[config.mk]
export PLATFORM = sky130hd
export DESIGN_NAME = div_ctrl_flat
export DESIGN_NICKNAME = d
export VERILOG_FILES = /design/src/rtl/div_ctrl_if.sv /design/src/rtl/div_ctrl.sv /design/src/flat_wrapper.sv
export SDC_FILE = /design/constraint.sdc
export NUM_CORES = 1
export LEC_CHECK = 0
export BUFFER_PORTS_ARGS = -buffer_cell sky130_fd_sc_hd__buf_2
export CAP_MARGIN = 40
export CORE_UTILIZATION = 62
export DETAILED_ROUTE_END_ITERATION = 10
export HOLD_SLACK_MARGIN = 0.15
export PLACE_DENSITY = 0.86
export SLEW_MARGIN = 0
export SYNTH_ARGS = -nofsm -noshare
export SYNTH_HDL_FRONTEND = slang
export SYNTH_SLANG_ARGS = --single-unit
[constraint.sdc]
create_clock -name clock -period 5.6 [get_ports clock]
set_input_delay 0.56 -clock clock [delete_from_list [all_inputs] [get_ports clock]]
set_output_delay 0.56 -clock clock [all_outputs]
set_load 0.01 [all_outputs]
[src/rtl/div_ctrl_if.sv]
// div_ctrl_if: request/result bundle between the EX stage and the divide sequencer.
// Latency: n/a (wires only); the sequencer answers 33 cycles after acceptance (2 for a zero divisor).
// Backpressure: the sequencer raises stall_request to freeze IF/ID/EX while an operation is in flight.
//
// Ports (master = EX stage, slave = div_ctrl):
//   start, annul, signed_op, dividend, divisor           EX -> divider
//   stall_request, result_valid, quotient, remainder     divider -> EX / pipeline control
interface div_ctrl_if #(
   parameter int DATA_WIDTH = 32
);
   logic                  start;
   logic                  annul;
   logic                  signed_op;
   logic [DATA_WIDTH-1:0] dividend;
   logic [DATA_WIDTH-1:0] divisor;
   logic                  stall_request;
   logic                  result_valid;
   logic [DATA_WIDTH-1:0] quotient;
   logic [DATA_WIDTH-1:0] remainder;

   modport master (
      output start, annul, signed_op, dividend, divisor,
      input  stall_request, result_valid, quotient, remainder
   );

   modport slave (
      input  start, annul, signed_op, dividend, divisor,
      output stall_request, result_valid, quotient, remainder
   );
endinterface

[src/rtl/div_ctrl.sv]
// div_ctrl: multi-cycle restoring divider (DIV/DIVU) for the EX stage, one quotient bit per cycle.
// Latency: result_valid 33 cycles after the acceptance edge (2 cycles for a zero divisor).
// Backpressure: stall_request holds the pipeline from the request cycle until the result cycle.
//
// Ports:
//   clock          single rising-edge clock
//   reset          synchronous, active-high
//   bus (slave)    start/annul/signed_op/dividend/divisor in;
//                  stall_request/result_valid/quotient(LO)/remainder(HI) out
// Build option: define DIV_SIGNED_EN to honour signed_op (signed DIV); without it every
// division is unsigned and the sign tracking/negation hardware is not built.
module div_ctrl #(
   parameter int DATA_WIDTH = 32
) (
   input  logic      clock,
   input  logic      reset,
   div_ctrl_if.slave bus
);

   localparam int                CNT_W     = (DATA_WIDTH > 1) ? $clog2(DATA_WIDTH) : 1;
   localparam logic [CNT_W-1:0]  LAST_STEP = CNT_W'(DATA_WIDTH - 1);

   typedef enum logic [1:0] {
      IDLE     = 2'd0,
      DIV_ZERO = 2'd1,
      BUSY     = 2'd2,
      DONE     = 2'd3
   } state_t;

   state_t                state;
   logic [CNT_W-1:0]      step_cnt;
   logic [DATA_WIDTH:0]   part_rem;     // one guard bit above the divisor width
   logic [DATA_WIDTH-1:0] quo;          // holds the dividend, shifted out as quotient bits shift in
   logic [DATA_WIDTH-1:0] dvsr;
   logic [DATA_WIDTH-1:0] quotient_r;
   logic [DATA_WIDTH-1:0] remainder_r;

   logic                  accept;
   logic [DATA_WIDTH-1:0] mag_dividend;
   logic [DATA_WIDTH-1:0] mag_divisor;

   logic [DATA_WIDTH+1:0] shifted;
   logic [DATA_WIDTH+1:0] trial;
   logic                  take;
   logic [DATA_WIDTH:0]   next_rem;
   logic [DATA_WIDTH-1:0] next_quo;
   logic [DATA_WIDTH-1:0] fixed_quo;
   logic [DATA_WIDTH-1:0] fixed_rem;

   // annul outranks start: a flushed request is never taken
   assign accept = (state == IDLE) && bus.start && !bus.annul;

   // ------------------------------------------------------------------
   // Operand conditioning and final sign correction
   // ------------------------------------------------------------------
`ifdef DIV_SIGNED_EN
   logic in_neg_dividend;
   logic in_neg_divisor;
   logic neg_quo;     // operand signs differed
   logic neg_rem;     // remainder follows the dividend's sign

   assign in_neg_dividend = bus.signed_op && bus.dividend[DATA_WIDTH-1];
   assign in_neg_divisor  = bus.signed_op && bus.divisor[DATA_WIDTH-1];

   // The most negative value maps onto itself, which is the correct unsigned magnitude.
   assign mag_dividend = in_neg_dividend ? (~bus.dividend + 1'b1) : bus.dividend;
   assign mag_divisor  = in_neg_divisor  ? (~bus.divisor  + 1'b1) : bus.divisor;

   assign fixed_quo = neg_quo ? (~next_quo + 1'b1) : next_quo;
   assign fixed_rem = neg_rem ? (~next_rem[DATA_WIDTH-1:0] + 1'b1) : next_rem[DATA_WIDTH-1:0];

   always_ff @(posedge clock) begin
      if (reset) begin
         neg_quo <= 1'b0;
         neg_rem <= 1'b0;
      end else if (accept) begin
         neg_quo <= in_neg_dividend ^ in_neg_divisor;
         neg_rem <= in_neg_dividend;
      end
   end
`else
   logic unused_signed_op;

   assign unused_signed_op = bus.signed_op;
   assign mag_dividend     = bus.dividend;
   assign mag_divisor      = bus.divisor;
   assign fixed_quo        = next_quo;
   assign fixed_rem        = next_rem[DATA_WIDTH-1:0];
`endif

   // ------------------------------------------------------------------
   // One restoring step: shift {rem, quo} left, trial-subtract the divisor
   // ------------------------------------------------------------------
   always_comb begin
      shifted  = {part_rem, quo[DATA_WIDTH-1]};
      trial    = shifted - {2'b00, dvsr};
      // part_rem stays below the divisor, so the top bit of trial is a true borrow
      take     = !trial[DATA_WIDTH+1];
      next_rem = take ? trial[DATA_WIDTH:0] : shifted[DATA_WIDTH:0];
      next_quo = {quo[DATA_WIDTH-2:0], take};
   end

   // ------------------------------------------------------------------
   // Sequencer
   // ------------------------------------------------------------------
   always_ff @(posedge clock) begin
      if (reset) begin
         state       <= IDLE;
         step_cnt    <= '0;
         part_rem    <= '0;
         quo         <= '0;
         dvsr        <= '0;
         quotient_r  <= '0;
         remainder_r <= '0;
      end else begin
         case (state)
            IDLE: begin
               if (accept) begin
                  if (bus.divisor == '0) begin
                     state <= DIV_ZERO;
                  end else begin
                     part_rem <= '0;
                     quo      <= mag_dividend;
                     dvsr     <= mag_divisor;
                     step_cnt <= '0;
                     state    <= BUSY;
                  end
               end
            end

            DIV_ZERO: begin
               if (bus.annul) begin
                  state <= IDLE;
               end else begin
                  // architecturally undefined; pinned to zero so software sees a fixed value
                  quotient_r  <= '0;
                  remainder_r <= '0;
                  state       <= DONE;
               end
            end

            BUSY: begin
               if (bus.annul) begin
                  state <= IDLE;
               end else begin
                  part_rem <= next_rem;
                  quo      <= next_quo;
                  step_cnt <= step_cnt + 1'b1;
                  if (step_cnt == LAST_STEP) begin
                     // final step result goes straight into the output registers
                     quotient_r  <= fixed_quo;
                     remainder_r <= fixed_rem;
                     state       <= DONE;
                  end
               end
            end

            DONE: begin
               // start is still high here; it is deliberately not taken until IDLE
               state <= IDLE;
            end

            default: state <= IDLE;
         endcase
      end
   end

   // ------------------------------------------------------------------
   // Outputs
   // ------------------------------------------------------------------
   // The request cycle itself must stall, before the FSM has left IDLE.
   assign bus.stall_request = accept || (state == DIV_ZERO) || (state == BUSY);
   assign bus.result_valid  = (state == DONE) && !bus.annul;
   assign bus.quotient      = quotient_r;
   assign bus.remainder     = remainder_r;

endmodule

[src/flat_wrapper.sv]
// flat-port wrapper written by rule: the top's interface ports become plain ports
module div_ctrl_flat 
#(
   parameter int DATA_WIDTH = 32
)
  (clock, reset, bus_start, bus_annul, bus_signed_op, bus_dividend, bus_divisor, bus_stall_request, bus_result_valid, bus_quotient, bus_remainder);
  div_ctrl_if #(.DATA_WIDTH(DATA_WIDTH)) bus_i ();
  input  logic clock;
  input  logic reset;
  input wire logic [$bits(bus_i.start)-1:0] bus_start;
  input wire logic [$bits(bus_i.annul)-1:0] bus_annul;
  input wire logic [$bits(bus_i.signed_op)-1:0] bus_signed_op;
  input wire logic [$bits(bus_i.dividend)-1:0] bus_dividend;
  input wire logic [$bits(bus_i.divisor)-1:0] bus_divisor;
  output wire logic [$bits(bus_i.stall_request)-1:0] bus_stall_request;
  output wire logic [$bits(bus_i.result_valid)-1:0] bus_result_valid;
  output wire logic [$bits(bus_i.quotient)-1:0] bus_quotient;
  output wire logic [$bits(bus_i.remainder)-1:0] bus_remainder;
  assign bus_i.start = bus_start;
  assign bus_i.annul = bus_annul;
  assign bus_i.signed_op = bus_signed_op;
  assign bus_i.dividend = bus_dividend;
  assign bus_i.divisor = bus_divisor;
  assign bus_stall_request = bus_i.stall_request;
  assign bus_result_valid = bus_i.result_valid;
  assign bus_quotient = bus_i.quotient;
  assign bus_remainder = bus_i.remainder;
  div_ctrl #(.DATA_WIDTH(DATA_WIDTH)) u_core (.clock(clock), .reset(reset), .bus(bus_i));
endmodule
==> impl_results.md <==
- CP Cell Sequence: inv_1 > ha_1 > o211ai_1 > a21oi_1 > o21ai_1 > o31ai_1 > a31oi_1 > a21oi_4 > buf_12 > mux2i_1 > a2bb2oi_1 > nor2_1
- Comb pwr share: 44.7%
- DRT Pass-1 Iters: 5
- Iter 0 DRT Violations: 556
- Most instantiated cells after synthesis: dfxtp_1, nor2_1, nand2_1
- P per Cell Area: 456 nW/µm²
- # DRC: 0
- CP max-delay cell: a21oi_4
- Layout cell share with drive strength beyond 1: 16.0%
- Placed wire-length estimate: 14.4 mm
- Final min period: 3830 ps
- Final ANT Viol Nets: 0
- Drt wl/cell: 16.0 µm
- Antenna violations before repair: 0
- Final WL: 21.0 mm
- Sw Share: 38.5%
- Global-route wire length before repair: 34.6 mm
- FP Rows: 42
- CORE AREA: 13400 µm²
- CP top delay family: compound AO/OA/AOI/OAI gates
- Pleak: 4.30 nW
- Setup Viol. Count Final: 0
- Fin crit share: 68.4%
- Seq/Total Area, Yosys: 38.9%
- Crit Path Category: reg2reg
- Via Count: 7765
- # diodes: 0
- Die Area: 14400 µm²
- Post-CTS Hold Buffers: 0
- Final Wtd Congestion: 0.936
- Hold Violations, Final: 0
- Global-route total usage across every layer: 30.2%
- Most common cell in the netlist: dfxtp_1
- Clk pwr share: 24.5%
- Final global-route overflow total: 0
- Setup crit end kind: flip-flop
- Final instance area: 10000 µm²
- Clk Latency, worst-skew pair: 430 ps
- Syn_nets: 1139
- Area contributors post-synth: dfxtp_1, mux2i_1, nor2_1
- Final Skew: 6.04 ps
- Die W: 120 µm
- Vias in the first global route: 7259
- Dominant cell type by area after synthesis: dfxtp_1
- Sequential Power Share: 30.8%
- Crit path buf inv count: 2
- EDFF count, synth: 0
- RSZ-0062 raised after global routing: no
- Status: finished, final reports clean
- Final net count: 1235
- P&R area growth vs syn: 15.8%
- Instance count of the mapped netlist: 1030
- Die Height: 120 µm
- DR vias/cell: 5.90
- Slew Limit Fails: 0
- Initial core utilization: 64.6%
- Max FO, Critical Path: 29
- Max stage delay on crit path: 620 ps
- P_int: 2.81 mW
- Post-CTS Setup Inserts: 0
- Max transition margin: 40.6%
- Largest net degree at the start of global routing: 86
- Setup_tns: 0 ps
- Buffers on Ports: 133
- Peak supply drop: 0.319 mV
- Arrival time at the worst endpoint: 4120 ps
- Post-CTS Resized: 0
- CTS H-tree depth: 4
- Non-Filler Instances: 1315
- Fmax: 261 MHz
- Post-synth ARST share: 0%
- Synth Register Bits: 168
- Syn avg cell area: 8.40 µm²
- Placed cells: 1283
- Placed instance area: 9460 µm²
- Synth Cell Area: 8650 µm²
- Slew @ Worst Pin: 892 ps
- Synth warn: 0
- Req. time, crit path: 5900 ps
- Min-Delay Path Class: in2reg
- Clk sinks: 168
- Clock buffer depth: 2
- CTS root buffer: clkbuf_16
- Worst-path clk slew: 60 ps
- IO Count: 135
- CP Launch Type: flip-flop
- TritonCTS Buffers: 17
- MaxCap Viol Count: 0
- Share of the synthesized area in the top cell type: 38.9%
- Synth cell types: 63
- TritonCTS clock tree: done
- Psw: 1.76 mW
- Top FF cell, synth: dfxtp_1
worst reg2reg max path, cell delays in order (launching register included):
cell and delay (ps):
dfxtp_1 330, inv_1 60, ha_1 360, o211ai_1 110
a21oi_1 210, o21ai_1 190, o31ai_1 560, a31oi_1 250
a21oi_4 620, buf_12 310, mux2i_1 430, a2bb2oi_1 210
nor2_1 50
per-layer routing:
layer	vias up	track usage, %	wire length (µm)
li1	3847	-	-
met1	3642	37.4	9210
met2	220	49.5	9940
met3	56	6.65	1080
met4	0	14.5	778
met5	-	0	0
layout by cell type, fill, tap and decap left out, types with 6 or more instances in the layout:
| cell type | count |
|---|---|
| a31oi_1 | 6 |
| and3_1 | 6 |
| dfxtp_1 | 168 |
| nand2_1 | 99 |
| ha_1 | 38 |
| o21a_1 | 6 |
| a21o_1 | 9 |
| inv_1 | 45 |
| nor4_1 | 11 |
| a211oi_1 | 33 |
| xnor2_1 | 19 |
| a22oi_1 | 8 |
| xor2_1 | 10 |
| mux2i_1 | 91 |
| o21ai_0 | 38 |
| buf_4 | 8 |
| a2bb2oi_1 | 26 |
| buf_2 | 132 |
| a211o_1 | 6 |
| clkbuf_16 | 17 |
| nor2_1 | 130 |
| nand3_1 | 44 |
| a21oi_1 | 90 |
per-stage QoR:
| step | worst slack, ps | power [mW] | hold WS, ps | utilization (%) |
|---|---|---|---|---|
| 4_1_cts | 1840 | 4.56 | 372 | 74.8 |
| 3_3_place_gp | 1920 | 3.36 | 428 | 70.0 |
| 6_report | 1770 | 4.57 | 375 | 74.8 |
| 3_5_place_dp | 1900 | 3.43 | 437 | 70.6 |
| 2_1_floorplan | 2910 | 3.00 | 436 | - |
| 5_1_grt | 1520 | 4.84 | 377 | 74.8 |
registers in the layout, indices dropped and copies added (netlist names):
| signal | count |
|---|---|
| u_core.bus.remainder | 32 |
| u_core.dvsr | 32 |
| u_core.state | 2 |
| u_core.bus.quotient | 32 |
| u_core.quo | 32 |
| u_core.part_rem | 33 |
| u_core.step_cnt | 5 |
cells by family after synthesis:
logic type,share of synthesized area (%)
compound gates,19.5
xor+xnor,2.94
mux,11.1
simple gates,16.6
fa+ha+maj,5.87
buf+inv,5.18
flops,38.9
final timing paths:
| check | from | endpoint | slack [ps] | cells past startpoint |
|---|---|---|---|---|
| setup / recovery | u_core.dvsr[2] | u_core.bus.remainder[10] | 1770 | 12 |
| hold / removal | bus_divisor[22] | u_core.dvsr[22] | 370 | 3 |
| setup reg to reg | u_core.dvsr[2] | u_core.bus.remainder[10] | 1770 | 12 |
| hold reg to reg | u_core.bus.remainder[25] | u_core.bus.remainder[25] | 440 | 2 |
final cells by class:
| class | instances | area, µm² |
|---|---|---|
| Tap cell | 176 | 220 |
| Inverter | 45 | 169 |
| Multi-Input combinational cell | 750 | 4880 |
| Clock inverter | 9 | 92.6 |
| Timing Repair Buffer | 144 | 823 |
| Clock buffer | 23 | 468 |
| Fill cell | 1049 | 3380 |
| Sequential cell | 168 | 3360 |
power groups by stage:
stage,combinational [mW],sequential [mW],clock (mW)
floorplan,1.60,1.41,0
detailed placement,2.00,1.43,0
global route,2.23,1.42,1.19
CTS,2.02,1.40,1.13
finish,2.05,1.41,1.12
global placement,1.93,1.42,0
No activity file was read; power rests on OpenSTA's default activity.
